**src/rtl/systolic_operand_loader.sv**
```systemverilog
// Frame loader for the 4x4 systolic array: streams A then B operands into the
// controller's operand memories, then runs one ap_start/ap_done handshake.
module systolic_operand_loader #(
    parameter int N      = 4,
    parameter int DATA_W = 16,
    parameter int ADDR_W = 16
) (
    input  logic              clk,
    input  logic              rst,
    input  logic              s_valid,
    input  logic [DATA_W-1:0] s_data,
    input  logic              s_last,
    output logic              s_ready,
    output logic              w_en_A,
    output logic [ADDR_W-1:0] write_addr_A,
    output logic [DATA_W-1:0] write_data_A,
    output logic              w_en_B,
    output logic [ADDR_W-1:0] write_addr_B,
    output logic [DATA_W-1:0] write_data_B,
    output logic              ap_start,
    input  logic              ap_done,
    output logic              busy,
    output logic              frame_done,
    output logic              frame_err
);

    localparam int ELEMS = N * N;
    localparam int CNT_W = (ELEMS > 1) ? $clog2(ELEMS) : 1;
    localparam logic [CNT_W-1:0] CNT_LAST = CNT_W'(ELEMS - 1);

    typedef enum logic [1:0] {
        LOAD_A,
        LOAD_B,
        START,
        WAIT
    } state_t;

    state_t            stateReg;
    logic [CNT_W-1:0]  cntReg;
    logic              sReadyReg;
    logic              wEnAReg;
    logic              wEnBReg;
    logic [ADDR_W-1:0] addrAReg;
    logic [ADDR_W-1:0] addrBReg;
    logic [DATA_W-1:0] dataAReg;
    logic [DATA_W-1:0] dataBReg;
    logic              apStartReg;
    logic              busyReg;
    logic              frameDoneReg;
    logic              frameErrReg;

    logic accept;
    logic atLast;

    assign accept = s_valid && sReadyReg;
    assign atLast = (cntReg == CNT_LAST);

    always_ff @(posedge clk or posedge rst) begin
        if (rst) begin
            stateReg     <= LOAD_A;
            cntReg       <= '0;
            sReadyReg    <= 1'b0;
            wEnAReg      <= 1'b0;
            wEnBReg      <= 1'b0;
            addrAReg     <= '0;
            addrBReg     <= '0;
            dataAReg     <= '0;
            dataBReg     <= '0;
            apStartReg   <= 1'b0;
            busyReg      <= 1'b0;
            frameDoneReg <= 1'b0;
            frameErrReg  <= 1'b0;
        end else begin
            wEnAReg      <= 1'b0;
            wEnBReg      <= 1'b0;
            frameDoneReg <= 1'b0;
            case (stateReg)
                LOAD_A: begin
                    sReadyReg <= 1'b1;
                    if (accept) begin
                        // Any s_last inside A is premature: drop the word and restart the frame.
                        if (s_last) begin
                            frameErrReg <= 1'b1;
                            cntReg      <= '0;
                        end else begin
                            if (cntReg == '0) begin
                                frameErrReg <= 1'b0;
                            end
                            wEnAReg  <= 1'b1;
                            addrAReg <= ADDR_W'(cntReg);
                            dataAReg <= s_data;
                            if (atLast) begin
                                cntReg   <= '0;
                                stateReg <= LOAD_B;
                            end else begin
                                cntReg <= cntReg + 1'b1;
                            end
                        end
                    end
                end
                LOAD_B: begin
                    sReadyReg <= 1'b1;
                    if (accept) begin
                        if (s_last && !atLast) begin
                            frameErrReg <= 1'b1;
                            cntReg      <= '0;
                            stateReg    <= LOAD_A;
                        end else begin
                            wEnBReg  <= 1'b1;
                            addrBReg <= ADDR_W'(cntReg);
                            dataBReg <= s_data;
                            if (atLast) begin
                                // A missing s_last is flagged, but the frame is whole so it still runs.
                                if (!s_last) begin
                                    frameErrReg <= 1'b1;
                                end
                                cntReg    <= '0;
                                sReadyReg <= 1'b0;
                                busyReg   <= 1'b1;
                                stateReg  <= START;
                            end else begin
                                cntReg <= cntReg + 1'b1;
                            end
                        end
                    end
                end
                START: begin
                    sReadyReg  <= 1'b0;
                    apStartReg <= 1'b1;
                    stateReg   <= WAIT;
                end
                WAIT: begin
                    if (ap_done) begin
                        apStartReg   <= 1'b0;
                        busyReg      <= 1'b0;
                        frameDoneReg <= 1'b1;
                        sReadyReg    <= 1'b1;
                        stateReg     <= LOAD_A;
                    end
                end
                default: begin
                    stateReg <= LOAD_A;
                end
            endcase
        end
    end

    assign s_ready      = sReadyReg;
    assign w_en_A       = wEnAReg;
    assign write_addr_A = addrAReg;
    assign write_data_A = dataAReg;
    assign w_en_B       = wEnBReg;
    assign write_addr_B = addrBReg;
    assign write_data_B = dataBReg;
    assign ap_start     = apStartReg;
    assign busy         = busyReg;
    assign frame_done   = frameDoneReg;
    assign frame_err    = frameErrReg;

endmodule
```
**config.mk**
```make
export PLATFORM = sky130hd
export DESIGN_NAME = systolic_operand_loader
export DESIGN_NICKNAME = d
export VERILOG_FILES = /design/src/rtl/systolic_operand_loader.sv
export SDC_FILE = /design/constraint.sdc
export NUM_CORES = 1
export LEC_CHECK = 0
export ABC_AREA = 1
export CORE_AREA = 2 2 72 81
export CTS_CLUSTER_SIZE = 12
export DETAILED_ROUTE_END_ITERATION = 10
export DIE_AREA = 0 0 74 83
export MAX_ROUTING_LAYER = met4
export PLACE_DENSITY_LB_ADDON = 0.15
export SYNTH_ARGS = -nofsm -noshare
export SYNTH_HDL_FRONTEND = slang
export SYNTH_SLANG_ARGS = --single-unit
```
**constraint.sdc**
```tcl
create_clock -name clk -period 3.35 [get_ports clk]
set_input_delay 0.67 -clock clk [delete_from_list [all_inputs] [get_ports clk]]
set_output_delay 0.67 -clock clk [all_outputs]
set_load 0.01 [all_outputs]
```
==> metrics.txt, run 1 <==
starting density of the core 45.60%; register area share after synthesis 54.98%; Area contributors post-synth dfrtp_1, nand2_1, buf_4; placed cells 407; Starting DRT DRC Count 122; WL per Instance 12.11 um; initial antenna violation count 0; mux contribution to synthesized area 0%; antenna viol nets, final 0; most frequent cells in the layout nand2_1, clkdlybuf4s50_1, dfrtp_1; Die ar. 6142 um2; post-synth top area share 54.98%; RePlAce Congestion 0.8903; Leak 1.558 nW; clock-pin slew on the worst setup and hold paths 0.09 ns; Critical Path RT 3.60 ns; area leader, netlist dfrtp_1; clk buf depth 2; Post-Synth Adder-Cell Area 1.037%; Post-CTS Resized 0; number of synthesis warnings 0; root buffer cell clkbuf_8; CP most frequent cell nand2_1; post-synthesis simple-gate area fraction 23.60%; vias 1870; clk sink count 53; H-Tree Level Count 2; post-cts hold buffer count 0; Max VDD drop 0.3753 mV; Clock Latency Late Sink 0.31 ns; n_diodes 0; final hold viol count 0; Final Cell Area 3142 um2; post-synth cell types 24; Setup-failing EPs final 0; All-Layer GR Usage 17.83%; Detailed Route WL 5027 um; Final Max Slew Viols 0; setup TNS 0 ns; slew margin rel. 54.75%; Max Cap Viol 0; hpwl dp 3613 um; Synth Area in Compound Gates 7.054%; Final Cycle Share 66.83%; Worst path top cell family by delay simple AND/OR/NAND/NOR gates; Die Ht 83 um; vias per cell 4.506; Worst-Margin Slew 0.6777 ns; placed cell area 3027 um2; count of state elements after synthesis 53; layout cells sized above 1 6.471%; vias in the first global route 1756; PortBufs 67; gate count of the mapped netlist 273; grt ovf 0; Worst Path Buf+Inv 2; Cell Rows 28; slowest stage delay, CP 0.47 ns; I/O pin count 92; most common cell after layout, fill and taps aside nand2_1; maximum achievable frequency 446.6 MHz; mean area per synthesized cell 8.836 um2; area delta synth->final 30.24%; largest family of logic cells by synthesized area simple AND/OR/NAND/NOR gates; postcts setup bufs 0; CP Cell Sequence clkdlybuf4s50_1 -> nand2_2 -> nor2_8 -> nand3_4 -> inv_4 -> nand2_1 -> nand2_1; worst endpoint data arrival time 2.49 ns; residual DRC count 0; RSZ-0062 raised after global routing false; CP Capture Type flip-flop; critical-path maximum fanout 25; Post-Syn Area 2412 um2; kind of critical path in2reg; chip width 74 um; run status finished clean; core area 5290 um2; Post-Synth XOR/XNOR Area 0%; TritonCTS clock tree built; Pre-antenna DRT Iters 4; CP max stage cell clkdlybuf4s50_1; min Tclk post-route 2.239 ns; Clock Skews 0.007127 ns; worst hold-check path type reg2reg; CTS buffer count 5; fin nets 362; fin cells 415; largest net degree at the start of global routing 34; first-pass GRT wire length 8252 um; CP Launch Type input pin; P per Cell Area 822.6 nW/um2
-- area by class of cell --
class / instances / area (um2)
Multi-Input combinational cell: 193 / 854.6
Inverter: 17 / 66.31
Sequential cell: 53 / 1326
Clock buffer: 5 / 68.82
Timing Repair Buffer: 69 / 685.7
Clock inverter: 3 / 46.29
Fill cell: 491 / 2148
Tap cell: 75 / 93.84
-- logic make-up (layout without fill, tap and decap cells) --
logic type,Yosys count,in the layout
DFF,53,53
other,1,24
buffers and inverters,50,94
adders and majority gates,2,2
and+or+nand+nor,133,133
AOI/OAI and AO/OA,34,34
-- tightest hold or removal path, stage by stage, from the launching register on --
cell,delay [ns]
dfrtp_1,0.36
nand2_1,0.05
nand2_1,0.05
-- report_power, final --
part | switching, mW | internal [mW] | total (mW) | leakage (nW)
sequential | 0.147 | 0.904 | 1.05 | 0.670
clock | 0.215 | 0.224 | 0.438 | 0.0543
combinational | 0.513 | 0.581 | 1.09 | 0.834
total | 0.875 | 1.71 | 2.58 | 1.56
-- sequential cells by signal (all words and copies together) (netlist names), named ones only --
register / flops
write_addr_A: 4
write_data_A: 16
w_en_A: 1
s_ready: 1
write_data_B: 16
frame_done: 1
stateReg: 1
ap_start: 1
cntReg: 4
frame_err: 1
w_en_B: 1
busy: 1
write_addr_B: 4
-- worst paths after layout --
| check | slack [ns] | depth (start not counted) | from | to |
|---|---|---|---|---|
| worst max-delay path | 1.11 | 7 | s_valid | write_data_A[9] |
| worst min-delay path | 0.48 | 2 | frame_err | frame_err |
| worst max register to register | 1.42 | 7 | cntReg[0] | write_data_B[9] |
| worst min register to register | 0.48 | 2 | frame_err | frame_err |
| max in group asynchronous | 1.95 | 3 | rst | write_addr_A[3] |
| min in group asynchronous | 0.77 | 2 | rst | write_data_A[5] |
-- routing by layer --
metal | track usage, % | share of wire, % | vias up
met5 | - | 0 | -
met4 | 8.595 | 2.3 | 0
met3 | 2.913 | 5.3 | 8
met2 | 28.17 | 50 | 65
met1 | 21.90 | 42 | 859
li1 | - | - | 938
-- through the flow --
step | total power [mW] | setup slack, ns | hold WS [ns] | utilization, %
after floorplan | 1.579 | 1.394 | 0.4739 | -
after global placement | 2.156 | 0.8360 | 0.4590 | 57.21
after detailed placement | 2.170 | 0.7893 | 0.4612 | 57.21
after CTS | 2.609 | 1.117 | 0.4887 | 59.39
after global routing | 2.762 | 0.9223 | 0.5017 | 59.39
final | 2.584 | 1.111 | 0.4829 | 59.39
-- Yosys cell counts --
cell type and number:
nor2_8 1, clkbuf_1 1, inv_1 13, nand4_1 1, buf_6 3, nor2_1 3, o21ai_1 24, buf_4 28
inv_4 1, nand2_1 109, buf_1 1, dfrtp_1 53, nor3_1 1, nand3_1 12, nor2_4 1, nor2_2 1
o21ai_0 5, nand3_4 1, conb_1 1, a21oi_1 5, nor3_2 1, inv_2 3, nand2_2 2, ha_1 2
No activity file was read; power rests on OpenSTA's default activity.
==> run 2: changes to the inputs <==
--- a/config.mk
+++ b/config.mk
@@ -6,10 +6,10 @@
 export NUM_CORES = 1
 export LEC_CHECK = 0
 export ABC_AREA = 1
-export CORE_AREA = 2 2 72 81
+export CORE_AREA = 2 2 78 87
 export CTS_CLUSTER_SIZE = 12
 export DETAILED_ROUTE_END_ITERATION = 10
-export DIE_AREA = 0 0 74 83
+export DIE_AREA = 0 0 80 89
 export MAX_ROUTING_LAYER = met4
 export PLACE_DENSITY_LB_ADDON = 0.15
 export SYNTH_ARGS = -nofsm -noshare
==> constraint.sdc (replaced) <==
create_clock -name clk -period 1.9 [get_ports clk]
set_input_delay 0.38 -clock clk [delete_from_list [all_inputs] [get_ports clk]]
set_output_delay 0.38 -clock clk [all_outputs]
set_load 0.01 [all_outputs]
==> run 2 against run 1 <==
  * Worst hold slack worse by 0.048 ns
  * Via count is 2.7% higher
  * Largest cell class unchanged
  * Largest power group unchanged
  * Sequential power is 78% higher
  * Clock power is 38% higher
  * Sequential cell count stayed put
==> metrics.txt, run 2 (synthesis gave the netlist of run 1 again) <==
hpwl dp 3804 um (+5.3%); Worst Path Buf+Inv 1 (-1); Leak 1.579 nW (+1.4%); RSZ-0062 raised after global routing false; starting density of the core 39.19% (-6.4 points); post-cts hold buffer count 0 (unchanged); n_diodes 0 (unchanged); fill count 602 (+23%); final hold viol count 0 (unchanged); initial antenna violation count 0 (unchanged); residual DRC count 0 (unchanged); P per Cell Area 1399 nW/um2 (+70%); CTS buffer count 5 (unchanged); grt ovf 0 (unchanged); worst hold-check path type in2async; postcts setup bufs 0 (unchanged); vias in the first global route 1824 (+3.9%); Setup-failing EPs final 0 (unchanged); most common cell after layout, fill and taps aside nand2_1; Final Cycle Share 85.36%; largest net degree at the start of global routing 54 (+59%); I/O pin count 92 (unchanged); WL per Instance 12.28 um (+1.3%); clk sink count 53 (unchanged); maximum achievable frequency 616.6 MHz; Worst path depth 1 (-6); worst endpoint data arrival time 1.24 ns (-1.25 ns); core area 6156 um2 (+16%); first-pass GRT wire length 8776 um (+6.3%); antenna viol nets, final 0 (unchanged); final hold slack 0.4352 ns (-0.04769 ns); Detailed Route WL 5217 um (+3.8%); clk buf depth 2 (unchanged); kind of critical path reg2out; Post-CTS Resized 0 (unchanged); Worst Setup SP s_ready; setup TNS 0 ns (unchanged); area delta synth->final 31.74%; H-Tree Level Count 2 (unchanged); All-Layer GR Usage 16.22% (-1.6 points); reg2reg end write_data_B[2]; CP Launch Type flip-flop; root buffer cell clkbuf_8; clock-pin slew on the worst setup and hold paths 0.09 ns (about the same); vias per cell 4.518 (+0.26%); Die Ht 89 um (+7.2%); Die ar. 7120 um2 (+16%); most frequent cells in the layout nand2_1, clkdlybuf4s50_1, dfrtp_1; slowest stage delay, CP 0.56 ns (+0.09 ns); CP endpoint s_ready; Critical Path RT 1.52 ns (-2.08 ns); CP Cell Sequence clkdlybuf4s50_1; vias 1920 (+2.7%); layout cells sized above 1 7.536% (+1.1 points); Max VDD drop 0.5967 mV (+59%); fin nets 367 (+1.4%); TritonCTS clock tree built; Pre-antenna DRT Iters 7 (+3); RePlAce Congestion 0.8254 (-7.3%); chip width 80 um (+8.1%); Starting DRT DRC Count 110 (-9.8%); Worst path top cell family by delay buffers and inverters; Critical R2R Launch cntReg[1]; reg2reg setup slack 0.33 ns (-1.09 ns); Clock Skews 0.007139 ns (+0.00001233 ns); Final Max Slew Viols 0 (unchanged); critical-path maximum fanout 3 (-88%); run status finished clean; min Tclk post-route 1.622 ns; Cell Rows 30 (+7.1%); PortBufs 67 (unchanged); R2R depth 7 (unchanged); Max Cap Viol 0 (unchanged); CP max stage cell clkdlybuf4s50_1; Clock Latency Late Sink 0.30 ns (about the same); CP Capture Type primary output
==> run 2: routing by layer <==
| metal | part of all wire, % | global-route usage (%) |
|---|---|---|
| met1 | 43 | 20.44 |
| met2 | 51 | 26.97 |
| met3 | 5.3 | 3.030 |
| met4 | 0.92 | 4.468 |
| met5 | 0 | - |
==> run 2: metrics by stage <==
step | instances | power (mW) | setup slack (ns) | cell area, um2 | utilization (%)
finish | 425 | 4.445 | 0.2781 | 3178 | 51.63
floorplan | 296 | 2.784 | 0.2338 | 2499 | -
global route | 425 | 4.810 | 0.1671 | 3178 | 51.63
detailed placement | 417 | 3.900 | 0.1201 | 3095 | 50.28
global placement | 417 | 3.859 | 0.1509 | 3095 | 50.28
CTS | 425 | 4.517 | 0.2591 | 3178 | 51.63
==> run 2: area by class of cell <==
class | count | area, um2 | share of cell area, %
clock inverter | 2 | 10.01 | 0.3150
timing repair buffer | 74 | 748.2 | 23.54
inverter | 17 | 66.31 | 2.087
sequential | 53 | 1326 | 41.73
multi-input combinational | 193 | 854.6 | 26.89
clock buffer | 6 | 72.57 | 2.283
tap | 80 | 100.1 | 3.150
==> run 2: how the worst min path moves through the flow <==
stage / end / cells after the start / slack (ns) / start
after floorplan: write_addr_B[1] / 2 / 0.47 / cntReg[1]
after global placement: write_data_B[14] / 2 / 0.46 / write_data_B[14]
after detailed placement: frame_err / 2 / 0.46 / frame_err
after CTS: write_data_A[3] / 3 / 0.45 / rst
after global routing: write_data_B[3] / 3 / 0.46 / rst
final: frame_done / 3 / 0.44 / rst
==> run 2: power by group <==
group	switching, mW	internal [mW]	total, mW
clock	0.348	0.256	0.604
sequential	0.276	1.60	1.87
combinational	0.903	1.07	1.97
==> run 2: worst reg2reg max path: cells and delay by family (launching register included) <==
kind,cells,cell delay [ns]
AND/OR/NAND/NOR,4,0.52
adder cells (fa/ha/maj),1,0.21
buffers and inverters,1,0.23
flip-flops,1,0.38
AO/OA/AOI/OAI,1,0.12
